[src/rtl/pipe_stall_ctrl_if.sv]
// Handshake bundle between the pipeline stages and the central stall controller.
// Stage side uses the master modport; the controller uses the slave modport.
interface pipe_stall_ctrl_if #(
  parameter int MC_CNT_W = 6,
  parameter int STAT_W   = 32
);
  logic                stallreq_from_id;
  logic                stallreq_from_ex;
  logic                mc_start;
  logic [MC_CNT_W-1:0] mc_cycles;
  logic                flush;
  logic [5:0]          stall;
  logic                mc_busy;
  logic                mc_done;
  logic                stall_timeout;
  logic [STAT_W-1:0]   stat_id_cycles;
  logic [STAT_W-1:0]   stat_ex_cycles;

  modport master (
    output stallreq_from_id,
    output stallreq_from_ex,
    output mc_start,
    output mc_cycles,
    output flush,
    input  stall,
    input  mc_busy,
    input  mc_done,
    input  stall_timeout,
    input  stat_id_cycles,
    input  stat_ex_cycles
  );

  modport slave (
    input  stallreq_from_id,
    input  stallreq_from_ex,
    input  mc_start,
    input  mc_cycles,
    input  flush,
    output stall,
    output mc_busy,
    output mc_done,
    output stall_timeout,
    output stat_id_cycles,
    output stat_ex_cycles
  );
endinterface

[src/rtl/pipe_stall_ctrl.sv]
// Central stall controller: merges ID/EX requests with a multi-cycle op sequencer
// and a sticky stall watchdog. Define STALL_STATS_EN to build the stall statistics counters.
module pipe_stall_ctrl #(
  parameter int MC_CNT_W = 6,
  parameter int TIMEOUT  = 64,
  parameter int STAT_W   = 32
) (
  input  logic              clk,
  input  logic              rst,
  pipe_stall_ctrl_if.slave  bus
);

  localparam int WD_W = $clog2(TIMEOUT + 1);

  localparam logic [5:0]          STALL_NONE = 6'b000000;
  localparam logic [5:0]          STALL_ID   = 6'b000111;
  localparam logic [5:0]          STALL_EX   = 6'b001111;
  localparam logic [MC_CNT_W-1:0] CNT_ZERO   = {MC_CNT_W{1'b0}};
  localparam logic [MC_CNT_W-1:0] CNT_ONE    = {{(MC_CNT_W-1){1'b0}}, 1'b1};
  localparam logic [WD_W-1:0]     WD_ZERO    = {WD_W{1'b0}};
  localparam logic [WD_W-1:0]     WD_ONE     = {{(WD_W-1){1'b0}}, 1'b1};
  localparam logic [WD_W-1:0]     WD_MAX     = WD_W'(TIMEOUT);

  typedef enum logic [0:0] {
    ST_IDLE = 1'b0,
    ST_BUSY = 1'b1
  } state_t;

  state_t              state_r;
  state_t              state_nxt_s;
  logic [MC_CNT_W-1:0] cnt_r;
  logic [MC_CNT_W-1:0] cnt_nxt_s;
  logic [MC_CNT_W-1:0] neff_s;
  logic                mc_stall_s;
  logic                mc_done_s;
  logic [5:0]          stall_s;
  logic [WD_W-1:0]     wd_cnt_r;
  logic [WD_W-1:0]     wd_cnt_nxt_s;
  logic                timeout_r;
  logic                timeout_hit_s;

  // Effective op length: a zero-length request still costs one cycle.
  always_comb begin
    if (bus.mc_cycles == CNT_ZERO) begin
      neff_s = CNT_ONE;
    end else begin
      neff_s = bus.mc_cycles;
    end
  end

  // Sequencer next-state, counter update, done pulse and op stall request.
  always_comb begin
    state_nxt_s = state_r;
    cnt_nxt_s   = cnt_r;
    mc_done_s   = 1'b0;
    mc_stall_s  = 1'b0;
    case (state_r)
      ST_IDLE: begin
        cnt_nxt_s = CNT_ZERO;
        if (bus.mc_start && !bus.flush) begin
          mc_stall_s = 1'b1;
          if (neff_s == CNT_ONE) begin
            mc_done_s = 1'b1;
          end else begin
            state_nxt_s = ST_BUSY;
            cnt_nxt_s   = neff_s - CNT_ONE;
          end
        end else begin
          mc_stall_s = 1'b0;
        end
      end
      ST_BUSY: begin
        mc_stall_s = 1'b1;
        if (bus.flush) begin
          state_nxt_s = ST_IDLE;
          cnt_nxt_s   = CNT_ZERO;
        end else if (cnt_r <= CNT_ONE) begin
          // cnt_r == 0 is unreachable; retire rather than wrap if state is corrupted
          mc_done_s   = 1'b1;
          state_nxt_s = ST_IDLE;
          cnt_nxt_s   = CNT_ZERO;
        end else begin
          cnt_nxt_s = cnt_r - CNT_ONE;
        end
      end
      default: begin
        state_nxt_s = ST_IDLE;
        cnt_nxt_s   = CNT_ZERO;
      end
    endcase
  end

  // Zero-latency stall vector; EX and multi-cycle ops outrank decode.
  always_comb begin
    if (rst || bus.flush) begin
      stall_s = STALL_NONE;
    end else if (bus.stallreq_from_ex || mc_stall_s) begin
      stall_s = STALL_EX;
    end else if (bus.stallreq_from_id) begin
      stall_s = STALL_ID;
    end else begin
      stall_s = STALL_NONE;
    end
  end

  // Watchdog: consecutive stalled cycles, saturating at TIMEOUT.
  always_comb begin
    if (stall_s == STALL_NONE) begin
      wd_cnt_nxt_s = WD_ZERO;
    end else if (wd_cnt_r >= WD_MAX) begin
      wd_cnt_nxt_s = WD_MAX;
    end else begin
      wd_cnt_nxt_s = wd_cnt_r + WD_ONE;
    end
    timeout_hit_s = (wd_cnt_nxt_s == WD_MAX);
  end

  // Sequencer and watchdog state registers.
  always_ff @(posedge clk) begin
    if (rst) begin
      state_r   <= ST_IDLE;
      cnt_r     <= CNT_ZERO;
      wd_cnt_r  <= WD_ZERO;
      timeout_r <= 1'b0;
    end else begin
      state_r   <= state_nxt_s;
      cnt_r     <= cnt_nxt_s;
      wd_cnt_r  <= wd_cnt_nxt_s;
      timeout_r <= timeout_r | timeout_hit_s;
    end
  end

  assign bus.stall         = stall_s;
  assign bus.mc_busy       = (state_r == ST_BUSY) && !rst;
  assign bus.mc_done       = mc_done_s && !rst && !bus.flush;
  // The flag is visible in the very cycle the count reaches TIMEOUT.
  assign bus.stall_timeout = (timeout_r | timeout_hit_s) && !rst;

`ifdef STALL_STATS_EN
  localparam logic [STAT_W-1:0] STAT_ZERO = {STAT_W{1'b0}};
  localparam logic [STAT_W-1:0] STAT_ONE  = {{(STAT_W-1){1'b0}}, 1'b1};
  localparam logic [STAT_W-1:0] STAT_SAT  = {STAT_W{1'b1}};

  logic [STAT_W-1:0] stat_id_r;
  logic [STAT_W-1:0] stat_ex_r;

  // Saturating per-cause stall cycle counters.
  always_ff @(posedge clk) begin
    if (rst) begin
      stat_id_r <= STAT_ZERO;
      stat_ex_r <= STAT_ZERO;
    end else begin
      if ((stall_s == STALL_ID) && (stat_id_r != STAT_SAT)) begin
        stat_id_r <= stat_id_r + STAT_ONE;
      end else begin
        stat_id_r <= stat_id_r;
      end
      if ((stall_s == STALL_EX) && (stat_ex_r != STAT_SAT)) begin
        stat_ex_r <= stat_ex_r + STAT_ONE;
      end else begin
        stat_ex_r <= stat_ex_r;
      end
    end
  end

  assign bus.stat_id_cycles = stat_id_r;
  assign bus.stat_ex_cycles = stat_ex_r;
`else
  assign bus.stat_id_cycles = {STAT_W{1'b0}};
  assign bus.stat_ex_cycles = {STAT_W{1'b0}};
`endif

endmodule
[src/flat_wrapper.sv]
// flat-port wrapper written by rule: the top's interface ports become plain ports
module pipe_stall_ctrl_flat 
#(
  parameter int MC_CNT_W = 6,
  parameter int TIMEOUT  = 64,
  parameter int STAT_W   = 32
)
  (clk, rst, bus_stallreq_from_id, bus_stallreq_from_ex, bus_mc_start, bus_mc_cycles, bus_flush, bus_stall, bus_mc_busy, bus_mc_done, bus_stall_timeout, bus_stat_id_cycles, bus_stat_ex_cycles);
  pipe_stall_ctrl_if #(.MC_CNT_W(MC_CNT_W), .STAT_W(STAT_W)) bus_i ();
  input  logic clk;
  input  logic rst;
  input wire logic [$bits(bus_i.stallreq_from_id)-1:0] bus_stallreq_from_id;
  input wire logic [$bits(bus_i.stallreq_from_ex)-1:0] bus_stallreq_from_ex;
  input wire logic [$bits(bus_i.mc_start)-1:0] bus_mc_start;
  input wire logic [$bits(bus_i.mc_cycles)-1:0] bus_mc_cycles;
  input wire logic [$bits(bus_i.flush)-1:0] bus_flush;
  output wire logic [$bits(bus_i.stall)-1:0] bus_stall;
  output wire logic [$bits(bus_i.mc_busy)-1:0] bus_mc_busy;
  output wire logic [$bits(bus_i.mc_done)-1:0] bus_mc_done;
  output wire logic [$bits(bus_i.stall_timeout)-1:0] bus_stall_timeout;
  output wire logic [$bits(bus_i.stat_id_cycles)-1:0] bus_stat_id_cycles;
  output wire logic [$bits(bus_i.stat_ex_cycles)-1:0] bus_stat_ex_cycles;
  assign bus_i.stallreq_from_id = bus_stallreq_from_id;
  assign bus_i.stallreq_from_ex = bus_stallreq_from_ex;
  assign bus_i.mc_start = bus_mc_start;
  assign bus_i.mc_cycles = bus_mc_cycles;
  assign bus_i.flush = bus_flush;
  assign bus_stall = bus_i.stall;
  assign bus_mc_busy = bus_i.mc_busy;
  assign bus_mc_done = bus_i.mc_done;
  assign bus_stall_timeout = bus_i.stall_timeout;
  assign bus_stat_id_cycles = bus_i.stat_id_cycles;
  assign bus_stat_ex_cycles = bus_i.stat_ex_cycles;
  pipe_stall_ctrl #(.MC_CNT_W(MC_CNT_W), .TIMEOUT(TIMEOUT), .STAT_W(STAT_W)) u_core (.clk(clk), .rst(rst), .bus(bus_i));
endmodule
[config.mk]
export PLATFORM = sky130hd
export DESIGN_NAME = pipe_stall_ctrl_flat
export DESIGN_NICKNAME = d
export VERILOG_FILES = /design/src/rtl/pipe_stall_ctrl_if.sv /design/src/rtl/pipe_stall_ctrl.sv /design/src/flat_wrapper.sv
export SDC_FILE = /design/constraint.sdc
export NUM_CORES = 1
export LEC_CHECK = 0
export CORE_MARGIN = 8
export CORE_UTILIZATION = 37
export DETAILED_ROUTE_END_ITERATION = 8
export GPL_TIMING_DRIVEN = 1
export PLACE_DENSITY = 0.82
export SLEW_MARGIN = 40
export SYNTH_ARGS = -nofsm -noshare
export SYNTH_HDL_FRONTEND = slang
export SYNTH_SLANG_ARGS = --single-unit
[constraint.sdc]
create_clock -name clk -period 2.4 [get_ports clk]
set_input_delay 0.72 -clock clk [delete_from_list [all_inputs] [get_ports clk]]
set_output_delay 0.72 -clock clk [all_outputs]
set_load 0.005 [all_outputs]
==> impl_metrics.tcl <==
set metrics [dict create \
    synthArstFlopShare 0 \
    grt_pass1_vias 1165 \
    grt_pass1_wl_um 5085 \
    finalHoldViolations 0 \
    grt_overflow_total 0 \
    outcome "finished with violations" \
    drc 0 \
    cts-root-buf "clkbuf_8" \
    cpLargestDelayFamily "compound AO/OA/AOI/OAI gates" \
    powerDensity_mw_per_mm2 370.2 \
    endpoint_kind "output pin" \
    synth_top_area_frac 0.3662 \
    syn_area_mm2 0.001394 \
    die_w_um 77.38 \
    fillers 352 \
    path_class "in2out" \
    num_rows 22 \
    synth_seq_cells 15 \
    netlist_instances 173 \
    wl_um 3156 \
    worstPathRequired_ns 1.68 \
    hold_class "reg2reg" \
    boundaryPins 85 \
    worstPathMaxFanout 3 \
    postCtsHoldBufs 0 \
    die_h_um 77.38 \
    syn_avg_cell_area_um2 8.057 \
    area_delta_synth_final_pct 20.29 \
    grt_start_max_net_pins 14 \
    design.core.area_mm2 0.003633 \
    cts-buffers-inserted 3 \
    cts_tree "built" \
    drive_gt1_frac 0.3108 \
    nets 241 \
    synth_cell_types 33 \
    avgRoutedWirePerCell_um 11.69 \
    slowest_stage "o31a_1" \
    finClkSkew_ns 0.01032 \
    layoutNonFillerInstCount 270 \
    antenna_found_initial 0 \
    critical_path.cell_chain "buf_8 > nor3_4 > a21oi_2 > inv_1 > ha_2 > inv_2 > o31a_1 > nor3_2 > buf_2" \
    port_buffers 18 \
    worst_slack_ns -0.1637 \
    violations "negative setup slack" \
    drtPass1Iterations 5 \
    fmax_ghz 0.3901 \
    dp_slack_ns -1.015 \
    via_per_inst 4.052 \
    die-area_mm2 0.005987 \
    synth_area_leaders "buf_4 37%, dfxtp_1 22%, ha_1 5.4%, xnor2_1 5.0%, nor2_1 4.0%" \
    start_util 0.3836 \
    synth_edf_count 0 \
    clock-sinks 15 \
    ys.flop_type "dfxtp_1" \
    yosys_warnings 0 \
    place_inst 254 \
    path_clk_slew_ns 0.06 \
    drv_slew 0 \
    drt-initial-drc-count 21 \
    gr-usage-all-layers 0.09840 \
    dpl_cell_area_mm2 0.001506 \
    crit_arrival_ns 1.84 \
    worst_setup_path_start_kind "input port" \
    gp_congestion 0.7643 \
    antenna_cells 0 \
    seq_area_frac_synth 0.2154 \
    rsz0062_at_grt "yes" \
    design_area_mm2 0.001677 \
    dp_hpwl_um 2437 \
    h-tree-depth 1 \
    clockBufferDepth 2 \
    detail-route-antenna-nets 0 \
    period_minus_slack_ns 2.564 \
    vias 1094 \
    insertion_delay_ns 0.25 \
    vdd_drop_max_mv 0.2689 \
    path_buf_inv 4 \
    yosysTopAreaCell "buf_4" \
    cp_slowest_stage_delay_ns 0.28 \
    fin_crit_sh 1.068 \
    p_leak_nw 0.8280 \
    maxCapViolations 0 \
    setup_viol 1 \
]
## placed cells by master, fill, tap and decap left out, types with 2 or more instances in the layout
cell           count
nor2_1            13
buf_4             30
xnor2_1            8
nand2_1            3
nor3_4             2
a2bb2oi_1          4
nand3_1            3
clkbuf_8           3
dfxtp_2            2
dlygate4sd2_1      3
nor3_1             5
dfxtp_1           13
buf_2              7
inv_1             10
ha_1               4
clkbuf_2           5
conb_1            66
buf_6              3
nor3b_1            3
and3_1             2
xor2_1             3
## power by group
part	switching, mW	internal (mW)	leakage, nW
Combinational	0.0909	0.0709	0.680
Clock	0.0826	0.115	0.0255
Sequential	0.00569	0.256	0.123
Total	0.179	0.441	0.828
## cell usage after synthesis (4+ instances only)
library cell	n
buf_4	68
dfxtp_1	15
nor2_1	15
inv_1	11
xnor2_1	8
nor3_1	7
ha_1	6
a2bb2oi_1	4
## final timing paths
check        slack [ns]  cells past startpoint          startpoint                to
max               -0.16                      9    bus_mc_cycles[4]       bus_mc_done
min reg2reg        0.51                      2    u_core.timeout_r  u_core.timeout_r
min                0.51                      2    u_core.timeout_r  u_core.timeout_r
max reg2reg        0.06                     14  u_core.wd_cnt_r[3]  u_core.timeout_r
## per-stage QoR
step / util / power [mW] / hold slack, ns / TNS [ns]
6_report: 0.4614 / 0.6207 / 0.5088 / -0.1637
5_1_grt: 0.4614 / 0.6514 / 0.5159 / -0.2494
4_1_cts: 0.4480 / 0.6105 / 0.4731 / -0.2805
3_5_place_dp: 0.4146 / 0.4153 / 0.4632 / -3.930
3_3_place_gp: 0.4146 / 0.4112 / 0.4594 / -3.817
2_1_floorplan: - / 0.4268 / 0.4377 / 0
## logic make-up after synthesis
kind of cell	share of synthesized area
xor gates and xnor gates	0.06913
and+or+nand+nor	0.1472
adders and majority gates	0.05386
DFF	0.2154
other	0.002690
buffers and inverters	0.3986
AOI/OAI and AO/OA	0.1131
## flip-flops by register name, indices dropped and copies added (netlist names)
signal	cells
u_core.state_r	1
u_core.cnt_r	6
u_core.wd_cnt_r	7
u_core.timeout_r	1
## layer usage
metal	part of all wire	global-route usage	routed length [um]
met3	0.093	0.04378	294
met5	0	0	0
met1	0.33	0.08244	1034
met4	0.017	0.02830	53
met2	0.56	0.1997	1773
## worst reg2reg max path, delay by kind of cell, from the launching register on
kind	cells	cell delay, ns
compound gates	2	0.17
simple gates	2	0.40
flops	1	0.44
buf+inv	10	1.25
## timing repair
action	4_1_cts	5_1_grt
resized for setup	61	22
pin swaps	10	6
endpoints found under the setup margin	7	7
setup buffers	11	1
## layout make-up
class / instances / area (um^2) / share of cell area
well taps: 48 / 60.06 / 0.03582
flip-flops and latches: 15 / 302.8 / 0.1806
clock inverters: 1 / 5.005 / 0.002985
clock buffers: 3 / 41.29 / 0.02463
inverters: 11 / 41.29 / 0.02463
multi-input cells: 143 / 865.8 / 0.5164
repair buffers: 49 / 360.3 / 0.2149
Power figures use the tool's default switching activity.
